--- config.mk ---
export PLATFORM = sky130hd
export DESIGN_NAME = mreq_arb
export DESIGN_NICKNAME = d
export VERILOG_FILES = /design/src/rtl/mreq_arb.sv
export SDC_FILE = /design/constraint.sdc
export NUM_CORES = 1
export LEC_CHECK = 0
export CORE_AREA = 2 2 39 41
export DETAILED_ROUTE_END_ITERATION = 7
export DIE_AREA = 0 0 41 43
export PLACE_DENSITY = 0.78
export SETUP_SLACK_MARGIN = 0.3
export SYNTH_ARGS = -nofsm -noshare
export SYNTH_HDL_FRONTEND = slang
export SYNTH_SLANG_ARGS = --single-unit
--- constraint.sdc ---
create_clock -name clk -period 1.61 [get_ports clk]
set_input_delay 0.322 -clock clk [delete_from_list [all_inputs] [get_ports clk]]
set_output_delay 0.322 -clock clk [all_outputs]
set_load 0.05 [all_outputs]
--- src/rtl/mreq_arb.sv ---
`default_nettype none
// ============================================================================
// Module   : mreq_arb
// Brief    : N-input round-robin arbiter forwarding one MREQ request at a time.
// Revision : 1.0
// ============================================================================
module mreq_arb #(
    parameter  int N  = 4,
    localparam int GW = (N > 1) ? $clog2(N) : 1
) (
    input  logic          clk,
    input  logic          rst,
    input  logic [N-1:0]  i_valid,
    output logic [N-1:0]  o_ready,
    output logic          o_valid,
    input  logic          i_ready,
    output logic [GW-1:0] o_grant,
    output logic          o_busy
);

    typedef enum logic [0:0] {
        ST_IDLE = 1'b0,
        ST_BUSY = 1'b1
    } state_t;

    state_t          state_q, state_d;
    logic [GW-1:0]   ptr_q,   ptr_d;
    logic [GW-1:0]   grant_q, grant_d;

    logic [N-1:0]    w_rot;
    logic [GW-1:0]   w_off;
    logic [GW:0]     w_sum;
    logic [GW-1:0]   w_pick;

    // Rotate requests so that bit 0 is the master at ptr; the first set bit is the winner.
    assign w_rot = N'({i_valid, i_valid} >> ptr_q);

    always_comb begin
        w_off = '0;
        for (int j = N - 1; j >= 0; j--) begin
            if (w_rot[j]) begin
                w_off = GW'(j);
            end
        end
    end

    assign w_sum  = {1'b0, ptr_q} + {1'b0, w_off};
    assign w_pick = (w_sum >= (GW+1)'(N)) ? GW'(w_sum - (GW+1)'(N)) : w_sum[GW-1:0];

    always_ff @(posedge clk) begin
        if (rst) begin
            state_q <= ST_IDLE;
            ptr_q   <= '0;
            grant_q <= '0;
        end else begin
            state_q <= state_d;
            ptr_q   <= ptr_d;
            grant_q <= grant_d;
        end
    end

    always_comb begin
        state_d = state_q;
        ptr_d   = ptr_q;
        grant_d = grant_q;
        case (state_q)
            ST_IDLE: begin
                if (|i_valid) begin
                    grant_d = w_pick;
                    state_d = ST_BUSY;
                end
            end
            ST_BUSY: begin
                if (i_ready) begin
                    // Wrap at N so non-power-of-two configurations never reach index N.
                    ptr_d   = (grant_q == GW'(N - 1)) ? '0 : grant_q + 1'b1;
                    state_d = ST_IDLE;
                end
            end
            default: state_d = ST_IDLE;
        endcase
    end

    always_comb begin
        o_valid = (state_q == ST_BUSY) && !rst;
        o_busy  = o_valid;
        o_grant = rst ? '0 : grant_q;
        o_ready = '0;
        if (o_valid && i_ready) begin
            o_ready = N'(1) << grant_q;
        end
    end

endmodule
`default_nettype wire

==> results of run 1 <==
==> power by group through the flow <==
stage | clock network (mW) | registers (mW) | logic, mW
3_5_place_dp | 0 | 0.155 | 0.225
4_1_cts | 0.149 | 0.153 | 0.245
5_1_grt | 0.171 | 0.156 | 0.287
3_3_place_gp | 0 | 0.155 | 0.219
2_1_floorplan | 0 | 0.150 | 0.140
6_report | 0.143 | 0.155 | 0.269
==> worst register-to-register path, cell delays in order (launching register included) <==
cell,delay [ps]
dfxtp_4,360
buf_6,130
a311oi_4,270
o21ai_2,100
ha_2,200
xnor2_2,130
xnor2_1,210
a211oi_2,80
==> logic make-up after synthesis <==
family / synth area share
simple gates: 0.2861
flops: 0.2100
fa+ha+maj: 0.1312
mux: 0.02100
buf+inv: 0.1259
compound gates: 0.1890
xor+xnor: 0.03675
==> per-stage QoR <==
step | worst slack (ps) | utilization | area [µm²]
after global routing | -82.44 | 0.6926 | 958.4
after floorplan | 87.86 | - | 553.0
after global placement | -411.6 | 0.5886 | 814.5
after detailed placement | -512.0 | 0.5886 | 814.5
final | -11.57 | 0.6926 | 958.4
after CTS | 19.51 | 0.6456 | 893.4
==> layout make-up <==
cell class	instances	share of cell area
Sequential cell	5	0.1136
Inverter	4	0.01828
Clock buffer	4	0.02742
Multi-Input combinational cell	49	0.4439
Tap cell	16	0.02089
Timing Repair Buffer	33	0.3760
==> layout by cell type, fill, tap and decap left out, types with 2 or more instances in the layout <==
| cell | Yosys | routed |
|---|---|---|
| clkbuf_4 | 0 | 3 |
| nor2_4 | 0 | 2 |
| ha_1 | 5 | 3 |
| o32ai_1 | 2 | 2 |
| inv_2 | 0 | 2 |
| ha_2 | 0 | 2 |
| nor2_1 | 13 | 9 |
| nor3_2 | 0 | 2 |
| buf_12 | 0 | 8 |
| nor2_2 | 0 | 2 |
| buf_4 | 2 | 15 |
| dfxtp_4 | 0 | 2 |
| dlygate4sd2_1 | 0 | 2 |
| nand3_1 | 2 | 2 |
| buf_6 | 1 | 4 |
| buf_2 | 0 | 3 |
| dfxtp_1 | 5 | 2 |
| and3_4 | 0 | 4 |
| a21oi_1 | 4 | 3 |
| nand2_1 | 3 | 3 |
==> metal layers <==
| layer | wire [µm] | vias up |
|---|---|---|
| met5 | 0 | - |
| met4 | 0 | 0 |
| met3 | 100 | 0 |
| met2 | 877 | 19 |
| met1 | 540 | 263 |
| li1 | - | 284 |
==> timing repair <==
action                     in CTS  in global routing
pin swaps                       4                  7
resized for setup              32                  9
setup endpoints to repair      10                 10
buffers inserted                3                  3
==> registers in the layout, indices dropped and copies added (netlist names) <==
name,flops
state_q,1
grant_q,2
ptr_q,2
==> final timing paths <==
kind,startpoint,endpoint,depth (start not counted)
worst max-delay path,i_valid[0],grant_q[1]$_SDFFE_PP0P_,9
worst min-delay path,state_q$_SDFF_PP0_,state_q$_SDFF_PP0_,2
worst max register to register,ptr_q[0]$_SDFFE_PP0P_,grant_q[1]$_SDFFE_PP0P_,7
worst min register to register,state_q$_SDFF_PP0_,state_q$_SDFF_PP0_,2
==> results.json, run 1 <==
{
  "power.switching_mw": 0.2005,
  "worst_slack_ps": -11.57,
  "synth.top_cells.by_count": "nor2_1, dfxtp_1, ha_1",
  "n_fill_cell": 114,
  "clock_sinks": 5,
  "clk_pin_slew_ps": 40,
  "switching_share": 0.3535,
  "die_area_um2": 1763,
  "ys_top_cells_by_area": "dfxtp_1, ha_1, nor2_1",
  "vdd_drop_max_uv": 379.0,
  "ctsHtreeMaxLevel": 1,
  "dp_cells": 101,
  "io_buffer_count": 14,
  "postRouteAntennaNets": 0,
  "start_kind": "primary input",
  "cp_cell_sequence": "dlygate4sd2_1, nor2_2, nor3_2, a21oi_4, o21ai_2, ha_2, xnor2_2, xnor2_1, a211oi_2",
  "internal_power_mw": 0.3667,
  "numCtsBuffers": 3,
  "rsz0062_at_grt": "yes",
  "synth_area_leader_cell": "dfxtp_1",
  "grt_use_met3": 0.07330,
  "avgSynthCellArea_um2": 7.567,
  "pwr-share-seq": 0.273,
  "multi_input_area_um2": 425.4,
  "ys_seq_elements": 5,
  "grt.busiest_layer": "met2",
  "syn-cell-area_um2": 476.7,
  "synth_most_common_cell": "nor2_1",
  "relSlewSlack": 0.7870,
  "critPathKind": "primary input to flop",
  "total_power_mw": 0.5673,
  "slew_violations": 0,
  "slowest_stage": "dlygate4sd2_1",
  "synth.distinct_cells": 26,
  "synth-async-reset-ratio": 0,
  "cts_buffer_depth": 2,
  "start_util": 0.3445,
  "end_kind": "flop",
  "grt_use_met1": 0.2058,
  "path_buf_inv": 1,
  "fmax_mhz": 616.7,
  "viasPerCell": 5.099,
  "crit_fanout": 5,
  "cp.arrival_ps": 1740,
  "cts_hold_buf": 0,
  "place_congestion": 0.7135,
  "slowest_delay_ps": 310,
  "design.core.area_um2": 1384,
  "grt_usage": 0.2058,
  "grt.overflow.total": 0,
  "nNetsFinal": 108,
  "hold_viol": 0,
  "regArea_um2": 108.9,
  "grt_antenna_before_repair": 0,
  "worstPathRequired_ps": 1730,
  "syn_inst": 63,
  "cp_top_family": "XOR/XNOR gates",
  "die_w_um": 41,
  "drt_first_pass_iters": 4,
  "synth_edf_count": 0,
  "syn_to_final_growth_pct": 101.0,
  "tns_ps": -11.57,
  "route.detailed.drc": 0,
  "power_leakage_nw": 0.4032,
  "power.share.clock": 0.252,
  "post-route-period-util": 1.007,
  "setup_violations": 1,
  "antenna_cells": 0,
  "cts_tree": "yes",
  "grtUsageMet2": 0.3688,
  "drt_iter0_drc": 3,
  "status": "finished with violations",
  "hold_path.class": "flop to flop",
  "synth_ff_type": "dfxtp_1",
  "cts_root_buffer": "clkbuf_4",
  "clock_latency_ps": 240,
  "finClkSkew_ps": 0.3216,
  "rows": 14,
  "drive_gt1_frac": 0.6105,
  "max_cap_violations": 0,
  "pin_count": 15,
  "grt_pass1_wl_um": 2401,
  "finalWirelength_um": 1518,
  "p_per_area_nw_per_um2": 591.9,
  "final_cells": 111,
  "failed_checks": "setup timing",
  "tightestPinTransition_ps": 316.8,
  "yosysWarnings": 0,
  "route.vias.total": 566,
  "hold_ws_ps": 567.8,
  "fin_crit_ps": 1622,
  "synth_nets": 75,
  "p_comb_frac": 0.475,
  "place_hpwl_um": 1068,
  "grt_start_max_net_pins": 9,
  "wl_per_cell_um": 13.68,
  "yosysTopAreaCellShare": 0.2100,
  "die_y_um": 43,
  "grt_pass1_vias": 556,
  "ys_seq_area_frac": 0.2100,
  "r2r_slack_ps": 10
}
No activity file was read; power rests on OpenSTA's default activity.
==> inputs of run 2 (changes only) <==
HOLD_SLACK_MARGIN = 0.05   (was unset)
PLACE_DENSITY = 0.67   (was 0.78)
==> run 2 against run 1 <==
  * The run now ends clean
  * Combinational power about the same
  * Global-route usage down 2.2 points
  * Hold slack better by 2.3 ps
  * Register-to-register slack better by 100 ps
  * Critical endpoint is now o_ready[2]
  * Largest power group unchanged
  * Highest routed layer is now met4
==> results.json, run 2 (same netlist as run 1, synthesis figures left out) <==
{
  "grt_antenna_before_repair": 0,
  "postRouteAntennaNets": 0,
  "clk_pin_slew_ps": 50,
  "n_fill_cell": 109,
  "clock_sinks": 5,
  "end_kind": "primary output",
  "slew_violations": 0,
  "tightestPinTransition_ps": 274.0,
  "worstPathRequired_ps": 1290,
  "route.detailed.drc": 0,
  "rsz0062_at_grt": "yes",
  "finalWirelength_um": 1377,
  "pin_count": 15,
  "die_w_um": 41,
  "die_area_um2": 1763,
  "rows": 14,
  "reg_top3": "grant_q (2), ptr_q (2), state_q (1)",
  "crit_fanout": 4,
  "max_cap_violations": 0,
  "die_y_um": 43,
  "place_area_um2": 807.0,
  "hold_path.class": "primary input to flop",
  "hold_viol": 0,
  "grt_pass1_vias": 539,
  "nNetsFinal": 106,
  "cts_tree": "yes",
  "critPathKind": "flop to primary output",
  "worstSetupEndpoint": "o_ready[2]",
  "start_util": 0.3445,
  "design.core.area_um2": 1384,
  "start_kind": "flop",
  "path_buf_inv": 2,
  "r2r_cells": 7,
  "drt_iter0_drc": 12,
  "status": "completed",
  "r2r_slack_ps": 110,
  "grt_pass1_wl_um": 2145,
  "cp.depth": 4,
  "dp_cells": 100,
  "slowest_delay_ps": 400,
  "hold_ws_ps": 570.1,
  "grt_usage": 0.1841,
  "fmax_mhz": 662.6,
  "cts_buffer_depth": 2,
  "regArea_um2": 112.6,
  "grt.overflow.total": 0,
  "clock_latency_ps": 260,
  "whs_path_depth": 3,
  "drive_gt1_frac": 0.6129,
  "syn_to_final_growth_pct": 105.2,
  "cp.arrival_ps": 1190,
  "wl_per_cell_um": 12.63,
  "worst_r2r_endpoint": "grant_q[1]$_SDFFE_PP0P_",
  "final_common_cell": "buf_4",
  "ctsHtreeMaxLevel": 1,
  "multi_input_area_um2": 440.4,
  "relSlewSlack": 0.8171,
  "p_per_area_nw_per_um2": 602.5,
  "startpoint": "grant_q[0]$_SDFFE_PP0P_",
  "place_congestion": 0.7128,
  "cp_top_family": "flip-flops",
  "finClkSkew_ps": 7.662,
  "place_hpwl_um": 900.5,
  "fin_crit_ps": 1509,
  "antenna_cells": 0,
  "io_buffer_count": 14,
  "vdd_drop_max_uv": 461.0,
  "r2r-start": "ptr_q[0]$_SDFFE_PP0P_",
  "final_cells": 109,
  "power_leakage_nw": 0.3938,
  "design_area_um2": 978.4,
  "slowest_stage": "dfxtp_4",
  "layout_common_cells": "buf_4, nor2_1, buf_12",
  "cts_root_buffer": "clkbuf_4",
  "grt_start_max_net_pins": 8,
  "setup_violations": 0,
  "route.vias.total": 554,
  "numCtsBuffers": 3,
  "drt_first_pass_iters": 4,
  "viasPerCell": 5.083,
  "post-route-period-util": 0.9374,
  "cp_cell_sequence": "inv_6, ha_4, and3_4, buf_12"
}
[run 2: changes by cell type in the layout (fill, tap and decap cells not counted), sizes merged]
cell,previous run,this run
buf,30,26
clkbuf,4,5
clkdlybuf4s15,1,2
[run 2: cell type report]
type	count	share of cell area
Clock buffer	4	0.02685
Inverter	4	0.02302
Multi-Input combinational cell	49	0.4501
Sequential cell	5	0.1151
Tap cell	16	0.02046
Timing Repair Buffer	31	0.3645
[run 2: worst register-to-register path: cells and delay by family, from the launching register on]
kind / cells / cell delay (ps)
fa+ha+maj: 1 / 190
buf+inv: 1 / 150
xor+xnor: 2 / 260
compound gates: 3 / 480
flops: 1 / 340
[run 2: what timing repair did]
item | in CTS | in global routing
setup buffers | 4 | 1
pin swaps | 8 | 1
setup endpoints to repair | 11 | 10
hold buffers | 0 | 0
resized for setup | 40 | 8
[run 2: metal layers]
metal | routed length [µm] | share of wire | vias to the layer above | global-route usage
met2 | 670 | 0.49 | 9 | 0.2781
li1 | - | - | 283 | -
met5 | 0 | 0 | - | 0
met1 | 617 | 0.45 | 256 | 0.2168
met3 | 52 | 0.038 | 6 | 0.04712
met4 | 37 | 0.027 | 0 | 0.1200
[run 2: worst min-delay path by stage]
stage | start | endpoint | slack [ps]
floorplan | i_ready | state_q$_SDFF_PP0_ | 420
global placement | ptr_q[1]$_SDFFE_PP0P_ | ptr_q[1]$_SDFFE_PP0P_ | 550
detailed placement | ptr_q[1]$_SDFFE_PP0P_ | ptr_q[1]$_SDFFE_PP0P_ | 560
CTS | rst | grant_q[1]$_SDFFE_PP0P_ | 570
global route | rst | grant_q[1]$_SDFFE_PP0P_ | 590
finish | rst | grant_q[1]$_SDFFE_PP0P_ | 570
[run 2: metrics by stage]
step | total power, mW | setup WS (ps) | TNS, ps | utilization
6_report | 0.5895 | 100.8 | 0 | 0.7071
5_1_grt | 0.6292 | 39.00 | 0 | 0.7071
4_1_cts | 0.5775 | 107.0 | 0 | 0.6908
3_5_place_dp | 0.3736 | -450.0 | -868.0 | 0.5832
3_3_place_gp | 0.3695 | -423.3 | -793.9 | 0.5832
2_1_floorplan | 0.2899 | 87.86 | 0 | -
[run 2: report_power, final]
part           internal, mW  total [mW]  leakage [nW]  switching (mW)
sequential            0.138       0.164        0.0434          0.0260
clock                0.0943       0.157        0.0150          0.0623
combinational         0.140       0.269         0.335           0.129
total                 0.372       0.590         0.394           0.218
